[src/rtl/data_mem_lsu.sv]
// data_mem_lsu: load/store unit between the MEM stage and a word-addressed,
// single-port data memory (1-cycle registered read, no byte enables).
// Byte-addressed RV32I loads/stores become word accesses; sub-word loads are
// sign/zero extended, sub-word stores are done as read-modify-write.
//
// Ports:
//   clk, rst_n            clock, synchronous active-low reset
//   i_req_*  / o_req_ready   CPU request (valid/ready, we, funct3, byte addr, wdata)
//   o_resp_valid/rdata/err   one-cycle completion pulse with load data / error flag
//   o_mem_* / i_mem_rdata    data memory port (request, we, word addr, wdata, rdata)
//
// state       | meaning
// S_IDLE      | ready; memory port driven straight from the incoming request
// S_LOAD_RESP | read data arriving; extend and register it
// S_RMW_WRITE | old word arriving; write it back with the new lane merged in
// S_RESP      | one-cycle response pulse

module data_mem_lsu #(
    parameter int ADDR_WIDTH = 7,
    parameter int DATA_WIDTH = 32
) (
    input  logic                  clk,
    input  logic                  rst_n,
    input  logic                  i_req_valid,
    output logic                  o_req_ready,
    input  logic                  i_req_we,
    input  logic [2:0]            i_req_funct3,
    input  logic [31:0]           i_req_addr,
    input  logic [DATA_WIDTH-1:0] i_req_wdata,
    output logic                  o_resp_valid,
    output logic [DATA_WIDTH-1:0] o_resp_rdata,
    output logic                  o_resp_err,
    output logic                  o_mem_request,
    output logic                  o_mem_we,
    output logic [ADDR_WIDTH-1:0] o_mem_addr,
    output logic [DATA_WIDTH-1:0] o_mem_wdata,
    input  logic [DATA_WIDTH-1:0] i_mem_rdata
);

    typedef enum logic [1:0] {
        S_IDLE      = 2'd0,
        S_LOAD_RESP = 2'd1,
        S_RMW_WRITE = 2'd2,
        S_RESP      = 2'd3
    } state_t;

    state_t                r_state;
    state_t                w_next;
    logic [ADDR_WIDTH+1:0] r_addr;
    logic [2:0]            r_funct3;
    logic [31:0]           r_wdata;
    logic [31:0]           r_rdata;
    logic                  r_err;

    logic                  w_req;
    logic                  w_we;
    logic [ADDR_WIDTH-1:0] w_addr;
    logic [31:0]           w_wdata;
    logic                  w_illegal;
    logic                  w_accept;

    // Upper address bits alias onto the memory and are deliberately dropped.
    logic w_unused_addr;
    assign w_unused_addr = ^i_req_addr[31:ADDR_WIDTH+2];

    function automatic logic f_illegal(input logic we, input logic [2:0] f3,
                                       input logic [1:0] lo);
        logic ill;
        case (f3)
            3'b000, 3'b100: ill = 1'b0;
            3'b001, 3'b101: ill = lo[0];
            3'b010:         ill = |lo;
            default:        ill = 1'b1;
        endcase
        // Unsigned variants only exist for loads.
        if (we && f3[2]) ill = 1'b1;
        return ill;
    endfunction

    // Halves are always aligned by the time we get here, so shifting by the
    // byte offset selects either lane.
    function automatic logic [31:0] f_extend(input logic [2:0] f3, input logic [1:0] lo,
                                             input logic [31:0] word);
        logic [31:0] sh;
        logic [31:0] res;
        sh = word >> {lo, 3'b000};
        case (f3)
            3'b000:  res = {{24{sh[7]}}, sh[7:0]};
            3'b100:  res = {24'h0, sh[7:0]};
            3'b001:  res = {{16{sh[15]}}, sh[15:0]};
            3'b101:  res = {16'h0, sh[15:0]};
            default: res = word;
        endcase
        return res;
    endfunction

    function automatic logic [31:0] f_merge(input logic [2:0] f3, input logic [1:0] lo,
                                            input logic [31:0] word, input logic [31:0] wd);
        logic [31:0] mask;
        mask = (f3[1:0] == 2'b00) ? 32'h0000_00FF : 32'h0000_FFFF;
        mask = mask << {lo, 3'b000};
        return (word & ~mask) | ((wd << {lo, 3'b000}) & mask);
    endfunction

    assign w_illegal = f_illegal(i_req_we, i_req_funct3, i_req_addr[1:0]);
    assign w_accept  = (r_state == S_IDLE) && i_req_valid;

    always_comb begin
        w_next      = r_state;
        o_req_ready = 1'b0;
        w_req       = 1'b0;
        w_we        = 1'b0;
        w_addr      = r_addr[ADDR_WIDTH+1:2];
        w_wdata     = r_wdata;
        case (r_state)
            S_IDLE: begin
                o_req_ready = 1'b1;
                w_addr      = i_req_addr[ADDR_WIDTH+1:2];
                w_wdata     = i_req_wdata;
                if (i_req_valid) begin
                    if (w_illegal) begin
                        w_next = S_RESP;
                    end else if (!i_req_we) begin
                        w_req  = 1'b1;
                        w_next = S_LOAD_RESP;
                    end else if (i_req_funct3 == 3'b010) begin
                        w_req  = 1'b1;
                        w_we   = 1'b1;
                        w_next = S_RESP;
                    end else begin
                        w_req  = 1'b1;
                        w_next = S_RMW_WRITE;
                    end
                end
            end
            S_LOAD_RESP: w_next = S_RESP;
            S_RMW_WRITE: begin
                w_req   = 1'b1;
                w_we    = 1'b1;
                w_wdata = f_merge(r_funct3, r_addr[1:0], i_mem_rdata, r_wdata);
                w_next  = S_RESP;
            end
            S_RESP:  w_next = S_IDLE;
            default: w_next = S_IDLE;
        endcase
    end

    always_ff @(posedge clk) begin
        if (!rst_n) begin
            r_state  <= S_IDLE;
            r_addr   <= '0;
            r_funct3 <= '0;
            r_wdata  <= '0;
            r_rdata  <= '0;
            r_err    <= 1'b0;
        end else begin
            r_state <= w_next;
            if (w_accept) begin
                r_addr   <= i_req_addr[ADDR_WIDTH+1:0];
                r_funct3 <= i_req_funct3;
                r_wdata  <= i_req_wdata;
                r_rdata  <= '0;
                r_err    <= w_illegal;
            end else if (r_state == S_LOAD_RESP) begin
                r_rdata <= f_extend(r_funct3, r_addr[1:0], i_mem_rdata);
            end
        end
    end

    // The memory write path ignores reset, so the port is gated here.
    assign o_mem_request = rst_n & w_req;
    assign o_mem_we      = rst_n & w_we;
    assign o_mem_addr    = w_addr;
    assign o_mem_wdata   = w_wdata;

    assign o_resp_valid = (r_state == S_RESP);
    assign o_resp_rdata = o_resp_valid ? r_rdata : '0;
    assign o_resp_err   = o_resp_valid & r_err;

endmodule

[config.mk]
export PLATFORM = sky130hd
export DESIGN_NAME = data_mem_lsu
export DESIGN_NICKNAME = d
export VERILOG_FILES = /design/src/rtl/data_mem_lsu.sv
export SDC_FILE = /design/constraint.sdc
export NUM_CORES = 1
export LEC_CHECK = 0
export ABC_AREA = 1
export BUFFER_PORTS_ARGS = -buffer_cell sky130_fd_sc_hd__clkbuf_2
export CAP_MARGIN = 20
export CORE_ASPECT_RATIO = 1.5
export CORE_UTILIZATION = 55
export CTS_CLUSTER_DIAMETER = 150
export CTS_CLUSTER_SIZE = 16
export DETAILED_ROUTE_END_ITERATION = 8
export PLACE_DENSITY_LB_ADDON = 0.05
export SYNTH_ARGS = -nofsm -noshare
export SYNTH_HDL_FRONTEND = slang
export SYNTH_SLANG_ARGS = --single-unit
[constraint.sdc]
create_clock -name clk -period 3.65 [get_ports clk]
set_input_delay 0.73 -clock clk [delete_from_list [all_inputs] [get_ports clk]]
set_output_delay 0.73 -clock clk [all_outputs]
set_load 0.005 [all_outputs]
==> results.yml <==
run_status:
  status: "completed"
hold_path:
  whs_path_depth: 2
  hold_end: "r_addr[4]"
  min_from: "r_addr[4]"
  hp-class: "flip-flop to flip-flop"
synthesis:
  yosysWarnings: 0
  synth_nets: 933
  postSynthAreaPerCell_sq_um: 6.11
  syn_inst: 826
  yosysTopAreaCellShare_pct: 31.3
  syn_area_sq_um: 5050
  yosysSeqAreaShare_pct: 31.3
  yosysUniqueCellTypes: 29
  postSynthRegisterBits: 79
  ys_top_cells_by_area: "dfxtp_1, nand2_1, o21ai_0"
  yosysTopAreaCell: "dfxtp_1"
global_routing:
  grt_max_degree: 41
  grt_pass1_wl_microns: 26200
  gr-total-overflow: 0
  grt_pass1_vias: 5475
  antenna_found_initial: 0
  grt_util_all_layers_pct: 35.4
placed_design:
  port_buffers: 155
  postPlaceCellArea_sq_um: 5790
  placedCellCount: 1050
  dpl.hpwl_microns: 11800
  gp_congestion: 0.931
finish:
  fillCellCount: 837
  fin_area_sq_um: 6140
  syn2layout_area_growth_pct: 21.7
  final_util_pct: 69.2
  layout-drive-gt1-share_pct: 22.1
  nets: 1059
  fin_cells: 1066
  register_area_sq_um: 1580
  diodes: 0
  multi_input_area_sq_um: 2790
cts:
  cts_sinks: 79
  cts_tree: "yes"
  clk_pin_slew_worst_paths_ns: 0.06
  cts_resized: 0
  clkLatencyLatePin_ns: 0.34
  cts_buffer_depth: 2
  root_buffer: "clkbuf_16"
  holdBufCountCts: 0
  cts.htree.levels: 3
  postCtsSetupBuffers: 0
  cts_buffers: 9
sta:
  maxSlewViolCount: 0
  worst_pin_slew_ns: 0.803
  setup_tns_ns: 0
  relSlewSlack_pct: 46.3
  period_share_pct: 86.9
  rsz0062_at_grt: "false"
  hold_violations: 0
  skew_ns: 0.00778
  setup_viol: 0
  fmax_ghz: 0.315
  hold_ws_ns: 0.452
  fin_crit_ns: 3.17
pwr:
  power.density_nw_per_um2: 605
  peakVddDrop_v: 0.000378
  leakagePower_uw: 0.00320
routing:
  wl_microns: 16600
  antenna_left: 0
  post_drt_wl_per_cell_microns: 15.6
  drtIter0Drc: 463
  drt_pass1_iterations: 5
  drc_errors: 0
  via_per_inst: 5.67
  vias: 6042
setup_path:
  timing.rr.start: "r_state[0]"
  crit_chain: "buf_4, inv_2, nand2_2, o21ai_2, nor2_1, o211ai_1, clkbuf_2"
  setup.worst_path.start_class: "flip-flop"
  rr_endpoint: "r_rdata[20]"
  r2r_cells: 10
  cp.required_ns: 2.92
  cp-end-kind: "primary output"
  criticalPathCategory: "flip-flop to primary output"
  cp.arrival_ns: 2.44
  slowest_stage: "o21ai_2"
  r2r_setup_slack_ns: 0.94
  max_stage_delay_ns: 0.38
  path_max_fanout: 21
die:
  die_width_microns: 80.2
  die-area_sq_um: 9570
  coreArea_sq_um: 8880
  rows: 42
  die_h_microns: 119
  io_pins: 179
  start_util_pct: 56.8
flow_run:
  drv_cap: 0
-- where the power goes --
part	switching (uW)	leakage, uW	internal, uW
Sequential	89.3	0.000647	1000
Combinational	1060	0.00240	545
Clock	358	0.000160	664
-- worst max-delay path: cells and delay by family, from the launching register on --
family                 cells  cell delay [ns]
and+or+nand+nor            2             0.42
AOI/OAI and AO/OA          2             0.65
DFF                        1             0.29
buffers and inverters      3             0.72
-- cell usage after synthesis --
master,number
a21oi_1,38
nand2_2,3
nand2_4,2
nor3_1,2
buf_6,4
o21a_1,1
o21ai_2,11
o211ai_1,25
inv_1,105
o21ai_1,9
nor2_2,3
buf_2,20
nand2_1,211
o22ai_1,24
ha_1,4
nand3_1,65
o21ai_0,110
buf_1,5
a31oi_1,1
clkbuf_1,21
buf_4,1
inv_4,1
a21oi_4,1
dfxtp_1,79
clkinv_1,2
inv_2,6
nor2_4,3
nor2_1,68
nand3_2,1
-- sequential cells by signal, summed over array words and instances (netlist names) --
signal    flops
r_rdata      32
r_wdata      32
r_addr        9
r_funct3      3
r_state       2
r_err         1
-- cell type report --
type / count / share of cell area (%)
Clock buffer: 11 / 3.79
Clock inverter: 4 / 1.55
Inverter: 114 / 7.00
Multi-Input combinational cell: 582 / 45.4
Sequential cell: 79 / 25.7
Tap cell: 110 / 2.24
Timing Repair Buffer: 166 / 14.3
-- per-layer routing --
metal	track usage (%)	part of all wire, %	routed length (microns)	up-vias
met2	59.6	48	7980	329
met1	44.2	40	6700	2735
met5	0	0	0	-
li1	-	-	-	2925
met4	16.0	4.3	714	0
met3	4.75	7.2	1190	53
-- worst max path at each step --
stage	start	to	slack [ns]
after global placement	r_addr[1]	o_mem_wdata[18]	0.88
after detailed placement	r_addr[1]	o_mem_wdata[16]	0.89
after global routing	r_addr[1]	o_mem_wdata[19]	0.32
after CTS	r_addr[1]	o_mem_wdata[11]	0.52
after floorplan	r_state[0]	o_mem_wdata[1]	1.48
final	r_addr[1]	o_mem_wdata[11]	0.48
-- logic make-up (layout without fill, tap and decap cells) --
family | count (synthesis) | in the layout | synth area share (%)
fa+ha+maj | 4 | 4 | 0.991
simple gates | 358 | 358 | 29.4
flops | 79 | 79 | 31.3
compound gates | 220 | 220 | 24.8
buf+inv | 165 | 295 | 13.5
-- cells in the final DEF (no fill, tap or decap), types with 6 or more instances in the layout --
cell type	n
o21ai_2	11
a21oi_1	38
o211ai_1	25
o21ai_0	110
buf_4	10
dfxtp_1	79
clkbuf_2	155
nor2_1	68
inv_1	105
clkbuf_16	9
nand2_1	211
inv_2	6
o22ai_1	24
nand3_1	65
o21ai_1	9
-- per-stage QoR --
stage                     power (uW)  setup WS, ns
final                           3720         0.478
after global routing            3940         0.315
after CTS                       3700         0.517
after detailed placement        2680         0.891
after global placement          2640         0.879
after floorplan                 2180          1.48
(Power assumes the default switching activity.)
